<file path="src/rtl/pong_pkg.sv">
// Shared geometry, widths and encodings for the pong ball logic.
package pong_pkg;
   localparam int COORD_W      = 10;
   localparam int H_RES        = 640;
   localparam int V_RES        = 480;
   localparam int BALL_SIZE    = 32;
   localparam int ROW_W        = $clog2(BALL_SIZE);
   localparam int SPEED        = 2;
   localparam int PAD_L_X      = 32;
   localparam int PAD_R_X      = 600;
   localparam int PAD_W        = 8;
   localparam int PAD_H        = 64;
   localparam int SERVE_FRAMES = 60;
   localparam int CNT_W        = $clog2(SERVE_FRAMES);

   localparam logic [COORD_W-1:0] CENTER_X = COORD_W'((H_RES - BALL_SIZE) / 2);
   localparam logic [COORD_W-1:0] CENTER_Y = COORD_W'((V_RES - BALL_SIZE) / 2);

   typedef enum logic [1:0] {IDLE = 2'd0, SERVE = 2'd1, MOVE = 2'd2, MISS = 2'd3} state_t;
   typedef enum logic {DIR_RIGHT = 1'b0, DIR_LEFT = 1'b1} dir_x_t;
   typedef enum logic {DIR_DOWN  = 1'b0, DIR_UP   = 1'b1} dir_y_t;
endpackage

</file>
<file path="src/rtl/ball_renderer.sv">
// Scan-out side of the ball: box test against the beam, ROM row/column
// selection and the registered ball_on pixel flag.
module ball_renderer
   import pong_pkg::*;
(
   input  logic               clk,
   input  logic               rst_n,
   input  logic [COORD_W-1:0] pixel_x,
   input  logic [COORD_W-1:0] pixel_y,
   input  logic [COORD_W-1:0] ball_x,
   input  logic [COORD_W-1:0] ball_y,
   input  logic [0:BALL_SIZE-1] rom_data,
   output logic [ROW_W-1:0]   rom_addr,
   output logic               ball_on
);
   logic [COORD_W-1:0] dx, dy;
   logic               in_box;

   // Modulo offsets: a beam left of / above the ball wraps large and fails the box test.
   assign dx       = pixel_x - ball_x;
   assign dy       = pixel_y - ball_y;
   assign in_box   = (dx < COORD_W'(BALL_SIZE)) && (dy < COORD_W'(BALL_SIZE));
   assign rom_addr = dy[ROW_W-1:0];

   // One-cycle pixel flag; the RGB path is delayed one clock to match.
   always_ff @(posedge clk or negedge rst_n) begin
      if (!rst_n) ball_on <= 1'b0;
      else        ball_on <= in_box & rom_data[dx[ROW_W-1:0]];
   end
endmodule

</file>
<file path="src/rtl/ball_motion_ctrl.sv">
// Pong ball controller: serve/move/miss FSM, per-frame motion with wall and
// paddle bounces, and the ball bitmap renderer.
module ball_motion_ctrl
   import pong_pkg::*;
(
   input  logic               clk,
   input  logic               rst_n,
   input  logic [COORD_W-1:0] pixel_x,
   input  logic [COORD_W-1:0] pixel_y,
   input  logic               frame_tick,
   input  logic               serve,
   input  logic [COORD_W-1:0] pad_l_y,
   input  logic [COORD_W-1:0] pad_r_y,
   output logic [ROW_W-1:0]   rom_addr,
   input  logic [0:BALL_SIZE-1] rom_data,
   output logic               ball_on,
   output logic [COORD_W-1:0] ball_x,
   output logic [COORD_W-1:0] ball_y,
   output logic               hit,
   output logic               point_l,
   output logic               point_r,
   output state_t             state
);
   localparam logic [COORD_W-1:0] STEP     = COORD_W'(SPEED);
   localparam logic [COORD_W-1:0] X_L_FACE = COORD_W'(PAD_L_X + PAD_W);
   localparam logic [COORD_W-1:0] X_R_FACE = COORD_W'(PAD_R_X - BALL_SIZE);
   localparam logic [COORD_W-1:0] X_MAX    = COORD_W'(H_RES - BALL_SIZE);
   localparam logic [COORD_W-1:0] Y_MAX    = COORD_W'(V_RES - BALL_SIZE);
   localparam logic [COORD_W:0]   SZ_E     = (COORD_W+1)'(BALL_SIZE);
   localparam logic [COORD_W:0]   PH_E     = (COORD_W+1)'(PAD_H);

   state_t             state_nx;
   dir_x_t             dir_x, dir_x_nx;
   dir_y_t             dir_y, dir_y_nx;
   logic [COORD_W-1:0] x_nx, y_nx;
   logic [CNT_W-1:0]   srv_cnt, srv_cnt_nx;
   logic               hit_nx, point_l_nx, point_r_nx;
   logic               ovl_l, ovl_r;

   // Vertical overlap in one extra bit so pad_y + PAD_H cannot wrap.
   assign ovl_l = ({1'b0, ball_y} + SZ_E > {1'b0, pad_l_y}) && ({1'b0, ball_y} < {1'b0, pad_l_y} + PH_E);
   assign ovl_r = ({1'b0, ball_y} + SZ_E > {1'b0, pad_r_y}) && ({1'b0, ball_y} < {1'b0, pad_r_y} + PH_E);

   // Next state, motion and pulses; bounds are tested before any subtract so positions never wrap.
   always_comb begin
      state_nx   = state;
      x_nx       = ball_x;
      y_nx       = ball_y;
      dir_x_nx   = dir_x;
      dir_y_nx   = dir_y;
      srv_cnt_nx = srv_cnt;
      hit_nx     = 1'b0;
      point_l_nx = 1'b0;
      point_r_nx = 1'b0;
      case (state)
         IDLE: begin
            if (serve) begin
               state_nx   = SERVE;
               srv_cnt_nx = '0;
            end
         end
         SERVE: begin
            if (frame_tick) begin
               if (srv_cnt == CNT_W'(SERVE_FRAMES - 1)) begin
                  state_nx   = MOVE;
                  srv_cnt_nx = '0;
               end else begin
                  srv_cnt_nx = srv_cnt + 1'b1;
               end
            end
         end
         MOVE: begin
            if (frame_tick) begin
               if (dir_y == DIR_UP) begin
                  if (ball_y <= STEP) begin
                     y_nx     = '0;
                     dir_y_nx = DIR_DOWN;
                  end else begin
                     y_nx = ball_y - STEP;
                  end
               end else if (ball_y >= Y_MAX - STEP) begin
                  y_nx     = Y_MAX;
                  dir_y_nx = DIR_UP;
               end else begin
                  y_nx = ball_y + STEP;
               end

               if (dir_x == DIR_LEFT) begin
                  if (ball_x <= X_L_FACE + STEP && ovl_l) begin
                     x_nx     = X_L_FACE;
                     dir_x_nx = DIR_RIGHT;
                     hit_nx   = 1'b1;
                  end else if (ball_x <= STEP) begin
                     x_nx       = '0;
                     state_nx   = MISS;
                     point_r_nx = 1'b1;
                  end else begin
                     x_nx = ball_x - STEP;
                  end
               end else begin
                  if (ball_x >= X_R_FACE - STEP && ovl_r) begin
                     x_nx     = X_R_FACE;
                     dir_x_nx = DIR_LEFT;
                     hit_nx   = 1'b1;
                  end else if (ball_x >= X_MAX - STEP) begin
                     x_nx       = X_MAX;
                     state_nx   = MISS;
                     point_l_nx = 1'b1;
                  end else begin
                     x_nx = ball_x + STEP;
                  end
               end
            end
         end
         MISS: begin
            // Ball was heading at the loser, so flipping dir_x serves toward the scorer.
            if (frame_tick) begin
               x_nx       = CENTER_X;
               y_nx       = CENTER_Y;
               dir_x_nx   = (dir_x == DIR_LEFT) ? DIR_RIGHT : DIR_LEFT;
               srv_cnt_nx = '0;
               state_nx   = SERVE;
            end
         end
         default: state_nx = IDLE;
      endcase
   end

   // State, position, direction, serve counter and pulse registers.
   always_ff @(posedge clk or negedge rst_n) begin
      if (!rst_n) begin
         state   <= IDLE;
         ball_x  <= CENTER_X;
         ball_y  <= CENTER_Y;
         dir_x   <= DIR_RIGHT;
         dir_y   <= DIR_DOWN;
         srv_cnt <= '0;
         hit     <= 1'b0;
         point_l <= 1'b0;
         point_r <= 1'b0;
      end else begin
         state   <= state_nx;
         ball_x  <= x_nx;
         ball_y  <= y_nx;
         dir_x   <= dir_x_nx;
         dir_y   <= dir_y_nx;
         srv_cnt <= srv_cnt_nx;
         hit     <= hit_nx;
         point_l <= point_l_nx;
         point_r <= point_r_nx;
      end
   end

   ball_renderer u_render (
      .clk      (clk),
      .rst_n    (rst_n),
      .pixel_x  (pixel_x),
      .pixel_y  (pixel_y),
      .ball_x   (ball_x),
      .ball_y   (ball_y),
      .rom_data (rom_data),
      .rom_addr (rom_addr),
      .ball_on  (ball_on)
   );
endmodule

</file>
<file path="config.mk">
export PLATFORM = sky130hd
export DESIGN_NAME = ball_motion_ctrl
export DESIGN_NICKNAME = d
export VERILOG_FILES = /design/src/rtl/pong_pkg.sv /design/src/rtl/ball_renderer.sv /design/src/rtl/ball_motion_ctrl.sv
export SDC_FILE = /design/constraint.sdc
export NUM_CORES = 1
export LEC_CHECK = 0
export ABC_AREA = 1
export BUFFER_PORTS_ARGS = -buffer_cell sky130_fd_sc_hd__buf_2
export CAP_MARGIN = 20
export CORE_ASPECT_RATIO = 1.25
export CORE_MARGIN = 2
export CORE_UTILIZATION = 51
export CTS_CLUSTER_SIZE = 30
export DETAILED_ROUTE_END_ITERATION = 8
export GPL_TIMING_DRIVEN = 0
export PLACE_DENSITY = 0.76
export SLEW_MARGIN = 40
export SYNTH_ARGS = -nofsm -noshare
export SYNTH_HDL_FRONTEND = slang
export SYNTH_HIERARCHICAL = 1
export SYNTH_SLANG_ARGS = --single-unit
</file>
<file path="constraint.sdc">
create_clock -name clk -period 2.6 [get_ports clk]
set_clock_uncertainty 0.15 [all_clocks]
set_input_delay 0.39 -clock clk [delete_from_list [all_inputs] [get_ports clk]]
set_output_delay 0.39 -clock clk [all_outputs]
set_load 0.005 [all_outputs]
</file>
After elaboration in Yosys (flattened, before gate mapping)
Cells that the tools add are included.
Storage, ports and cells
  word-level logic and storage cells: 117
  output and inout port bits: 31
  bits of input ports: 76
  register bits: 34
Operators by class
  $add $sub $neg: 10
  $lt $le $gt $ge: 13
  eq/ne operators: 13
  reduce and logical (&&, ||, !) cells: 12
  bitwise gates (word level): 2
  mux-type cells: 57
Operator list (number)
  two-way mux 10 bit: 12
  case mux 10 bit (2 select lines): 2
  two-way mux 1 bit: 25
  two-way mux 6 bit: 4
  adder 10 x 7 -> 11 bit (second input constant): 2
  greater-than comparator 11 x 10 -> 1 bit: 2
  < comparator 10 x 11 -> 1 bit: 2
  adder 10 x 2 -> 10 bit (second input constant): 2
  >= comparator 10 bit (second input constant): 2
  <= comparator 10 x 2 -> 1 bit (second input constant): 2
  < comparator 10 x 6 -> 1 bit (second input constant): 2
  two-way mux 2 bit: 10
  subtractor 10 bit: 2
  subtractor 10 x 2 -> 10 bit (second input constant): 2
  case mux 6 bit (3 select lines): 1
  != test 3 bit (second input constant): 4
  adder 10 x 6 -> 11 bit (second input constant): 1
  >= comparator 10 x 9 -> 1 bit (second input constant): 1
  <= comparator 10 x 6 -> 1 bit (second input constant): 1
  != test 2 bit (second input constant): 5
  AND reduction 9 bit: 1
  case mux 2 bit (4 select lines): 1
  adder 6 x 1 -> 6 bit (second input constant): 1
  == test 6 bit (second input constant): 1
  other kinds (14): 19

Depth between registers and ports, before layout
  word-level depth: 8
  gate-level depth with buffers: 17
  gate-level depth less buffers: 17

Cells and area by module
Netlist, hierarchy kept.
By module, submodules not included
  ball_motion_ctrl: area each 3374.5 um^2, cells an instance 484, times used 1
  ball_renderer: area each 1401.3 um^2, cells an instance 262, times used 1

Worst setup path after synthesis
No wires, ideal clock.
  path type: register -> register
  start: register ball_y[5]
  end: register state[0]
  data required time: 2333 ps
  cell stages (with the launch flop): 17
  path buffers: 0
  path slack: 58 ps
  arrival time: 2276 ps
  period minus slack after synthesis: 2542 ps
  cells stage by stage: dfstp_2 -> inv_1 -> ha_1 -> ha_1 -> nand2_1 -> nor2_1 -> nand2_1 -> nor2_1 -> nor2_2 -> nand3_2 -> nand2_2 -> nand2_1 -> nand3_2 -> nand2_2 -> nand2_2 -> nand2_1 -> nand2_1
Between the ends
  cells in the longest elaborated chain, start to end: 6
Ends and longest elaborated chain
  start: declaration: line ball_motion_ctrl.sv:18  | output logic [COORD_W-1:0] ball_y,
  start signal: assignment: line ball_motion_ctrl.sv:144  | ball_y <= y_nx;
  adder 10 x 6 -> 11 bit: line ball_motion_ctrl.sv:41, ball_motion_ctrl.sv:42
  greater-than comparator 11 x 10 -> 1 bit, on equally long branches: line ball_motion_ctrl.sv:41, ball_motion_ctrl.sv:42
  logical AND 1 bit, on equally long branches: line ball_motion_ctrl.sv:41, ball_motion_ctrl.sv:42
  logical AND 1 bit, on equally long branches: line ball_motion_ctrl.sv:89, ball_motion_ctrl.sv:101
  != test 3 bit (no source line)
  AND reduction 9 bit (no source line) (*)
  end signal: assignment: line ball_motion_ctrl.sv:142  | state <= state_nx;
  end: declaration: line ball_motion_ctrl.sv:22  | output state_t state
Mark *: on every way between the ends. The rest lies on a longest branch, timed or not.
A chain may end at the register's enable or synchronous reset.

Worst setup path after layout
  start: register ball_y[5]
  end: register ball_x[5]
Between the ends
  cells in the longest elaborated chain, start to end: 8
Ends and longest elaborated chain
  adder 10 x 6 -> 11 bit: line ball_motion_ctrl.sv:41, ball_motion_ctrl.sv:42
  greater-than comparator 11 x 10 -> 1 bit, on equally long branches: line ball_motion_ctrl.sv:42, ball_motion_ctrl.sv:41
  logical AND 1 bit, on equally long branches: line ball_motion_ctrl.sv:42, ball_motion_ctrl.sv:41
  logical AND 1 bit, on equally long branches: line ball_motion_ctrl.sv:101, ball_motion_ctrl.sv:89
  two-way mux 10 bit, on equally long branches: line ball_motion_ctrl.sv:101, ball_motion_ctrl.sv:89
  two-way mux 10 bit (*): line ball_motion_ctrl.sv:88  | if (dir_x == DIR_LEFT) begin
  two-way mux 10 bit (*): line ball_motion_ctrl.sv:73  | if (frame_tick) begin
  case mux 10 bit (2 select lines) (*): line ball_motion_ctrl.sv:55  | case (state)
  end signal: assignment: line ball_motion_ctrl.sv:143  | ball_x <= x_nx;
  end: declaration: line ball_motion_ctrl.sv:17  | output logic [COORD_W-1:0] ball_x,
Mark *: on every way between the ends. The rest lies on a longest branch, timed or not. The select of a mux whose other input is x is not followed.

==> metrics.yaml <==
fin_crit_sh_pct: 102.3
yosysSeqAreaShare_pct: 16.92
finalHoldViolations: 0
syn_area_um2: 4776
min_path_type: "in2reg"
clk_pin_slew_ps: 50
n_antenna_cell: 0
p_per_area_nw_per_um2: 974.4
violations: "negative setup slack"
antenna_found_initial: 0
fmax_ghz: 0.3761
setup_ws_ps: -58.64
first_iter_violations: 303
yosys_warnings: 6
synthCells: 746
cap_violations: 0
track_usage_pct: 24.84
portBuffers: 104
ioPinCount: 107
synth.avg_cell_area_um2: 6.402
grt_pass1_wl_um: 21420
synthToLayoutAreaGrowth_pct: 25.75
die_x_um: 90.56
rsz0062_at_grt: "yes"
drive_above_1_share_pct: 24.40
outcome: "finished, violations left"
dr.pass1.iters: 5
critical_path_class: "reg2reg"
routabilityCongestion: 0.9448
setup_viol: 7
leakagePower_nw: 3.268
ys_async_sr_fraction_pct: 100.0
ys.flop_type: "dfrtp_1"
htree_levels: 2
drc: 0
slew_viol_final: 0
tritoncts: "built"
final_util_pct: 65.82
die_area_um2: 10160
required_ps: 2650
vias: 5265
fillers: 831
grt_overflow: 0
cp-end-kind: "flop"
hpwlAfterDp_um: 10090
totalWireLength_um: 13060
finalCriticalPeriod_ps: 2659
start_kind: "flop"
cts_inserted_buffers: 5
initial_core_util_pct: 52.34
layout.nets: 1017
grt_max_degree: 33
synth_edf_count: 0
wl_per_cell_um: 13.06
postRouteAntennaNets: 0
worstPathArrival_ps: 2700
cts_root_buffer: "clkbuf_16"
viasPerCell: 5.265
irDropWorstVdd_v: 0.0006168
clock_latency_ps: 270
synth_seq_cells: 32
worst_pin_slew_ps: 582.1
path_max_fanout: 4
core-area_um2: 9125
clock_path_buffers: 2
slew-limit-headroom_pct: 61.19
yosysUniqueCellTypes: 45
core.rowCount: 39
clock_sinks: 32
die_y_um: 112.2
finalPower_mw: 5.852
grt_pass1_vias: 4972
## registers in the layout (all words and copies together) (netlist names)
register	cells
u_render/ball_on	1
point_r	1
dir_y	1
srv_cnt	6
ball_x	9
state	2
point_l	1
dir_x	1
ball_y	9
hit	1
## Yosys cell counts, types with 2 or more instances
cell / instances / area [um2]
nand3b_1: 6 / 45.04
inv_2: 2 / 7.510
dfstp_2: 6 / 157.7
o211ai_1: 2 / 15.01
ha_1: 63 / 788.3
o21a_1: 3 / 22.52
dfrtp_1: 26 / 650.6
clkbuf_1: 2 / 7.510
nor2_4: 3 / 33.78
nand2_2: 9 / 56.30
nor3b_1: 2 / 15.01
o31ai_1: 2 / 15.01
o22ai_1: 6 / 37.54
nand3_2: 5 / 50.05
a32oi_1: 2 / 17.52
nor3_1: 15 / 75.07
xnor2_1: 7 / 61.31
buf_6: 4 / 45.04
nor2_1: 48 / 180.2
a22oi_1: 2 / 15.01
a31oi_1: 2 / 12.51
xor2_1: 28 / 245.2
buf_2: 4 / 20.02
a21oi_1: 31 / 155.2
fa_1: 2 / 40.04
nand3_1: 77 / 385.4
inv_1: 126 / 473.0
nor2_2: 10 / 62.56
nand2_1: 195 / 732.0
nand4_1: 13 / 81.33
o21ai_1: 8 / 40.04
o21ai_0: 21 / 105.1
buf_4: 2 / 15.01
## report_power, final
part / switching [mW] / internal, mW
sequential: 0.325 / 0.688
clock: 0.193 / 0.381
combinational: 2.54 / 1.73
total: 3.06 / 2.79
## layer usage
layer	GRT usage (%)	share of wire (%)
met3	2.416	4.8
met2	45.62	50
met4	8.000	2.3
met5	0	0
met1	30.38	43
## final timing paths
path / startpoint / endpoint / slack (ps) / cells past startpoint
worst max-delay path: ball_y[5] / ball_x[5] / -60 / 15
worst min-delay path: frame_tick / hit / 360 / 3
worst max register to register: ball_y[5] / ball_x[5] / -60 / 15
worst min register to register: srv_cnt[1] / srv_cnt[1] / 400 / 2
max in group asynchronous: rst_n / ball_y[6] / 1390 / 3
min in group asynchronous: rst_n / srv_cnt[3] / 420 / 2
## metrics by stage
stage / setup slack (ps) / std cells / hold WS (ps) / setup TNS [ps] / area [um2]
after detailed placement: -417.6 / 976 / 338.2 / -4488 / 5461
after global routing: -192.1 / 1000 / 385.8 / -1452 / 6006
after global placement: -406.3 / 976 / 322.8 / -4482 / 5461
after CTS: -2.618 / 997 / 38.89 / -2.618 / 5886
final: -58.64 / 1000 / 359.9 / -207.8 / 6006
after floorplan: 57.56 / 749 / -55.59 / 0 / 4787
## cell type report
| class | count | area (um2) | area share (%) |
|---|---|---|---|
| buffer | 13 | 102.6 | 1.708 |
| clock buffer | 8 | 146.4 | 2.437 |
| sequential | 32 | 815.8 | 13.58 |
| tap | 123 | 153.9 | 2.563 |
| multi-input combinational | 574 | 3620 | 60.27 |
| timing repair buffer | 120 | 670.6 | 11.17 |
| inverter | 130 | 496.7 | 8.271 |
## kinds of logic (layout without fill, tap and decap cells)
logic type / after synthesis / count (layout) / synth area share [%]
AND/OR/NAND/NOR: 386 / 386 / 36.70
buffers and inverters: 143 / 271 / 12.47
AO/OA/AOI/OAI: 84 / 84 / 10.06
adder cells (fa/ha/maj): 65 / 65 / 17.34
XOR/XNOR: 35 / 35 / 6.419
flip-flops: 32 / 32 / 16.92
other: 1 / 4 / 0.07852
## timing repair
item                       4_1_cts  5_1_grt
resized for setup               32       19
pin swaps                       19        6
setup buffers                   13        1
setup endpoints to repair       15       15
hold endpoints to repair         0        9
hold buffers                     0        1
## cells in the final DEF (no fill, tap or decap), types with 5 or more instances in the layout
| cell type | n |
|---|---|
| o22ai_1 | 6 |
| xor2_1 | 26 |
| buf_4 | 14 |
| ha_4 | 6 |
| nor2_1 | 45 |
| inv_1 | 123 |
| dfrtp_1 | 26 |
| buf_6 | 6 |
| a21oi_2 | 6 |
| xnor2_1 | 7 |
| clkbuf_16 | 5 |
| ha_1 | 57 |
| nor3_1 | 11 |
| nand2_2 | 14 |
| nand3b_1 | 6 |
| nand3_1 | 74 |
| a21oi_1 | 26 |
| nor2_2 | 13 |
| nand2_1 | 188 |
| o21ai_1 | 8 |
| o21ai_0 | 19 |
| nand3_2 | 5 |
| nand4_1 | 13 |
| buf_2 | 108 |
## critical path, stage by stage (launching register included)
cell and delay [ps]:
dfstp_4 660, ha_4 160, nand3_4 80, xor2_2 170
ha_1 310, inv_2 60, o21bai_4 170, nor2_1 100
nand2_1 70, nand2_2 70, nand3_4 100, inv_1 90
nand2_1 100, nand3_1 90, inv_1 50, a22oi_2 140
No activity file was read; power rests on OpenSTA's default activity.
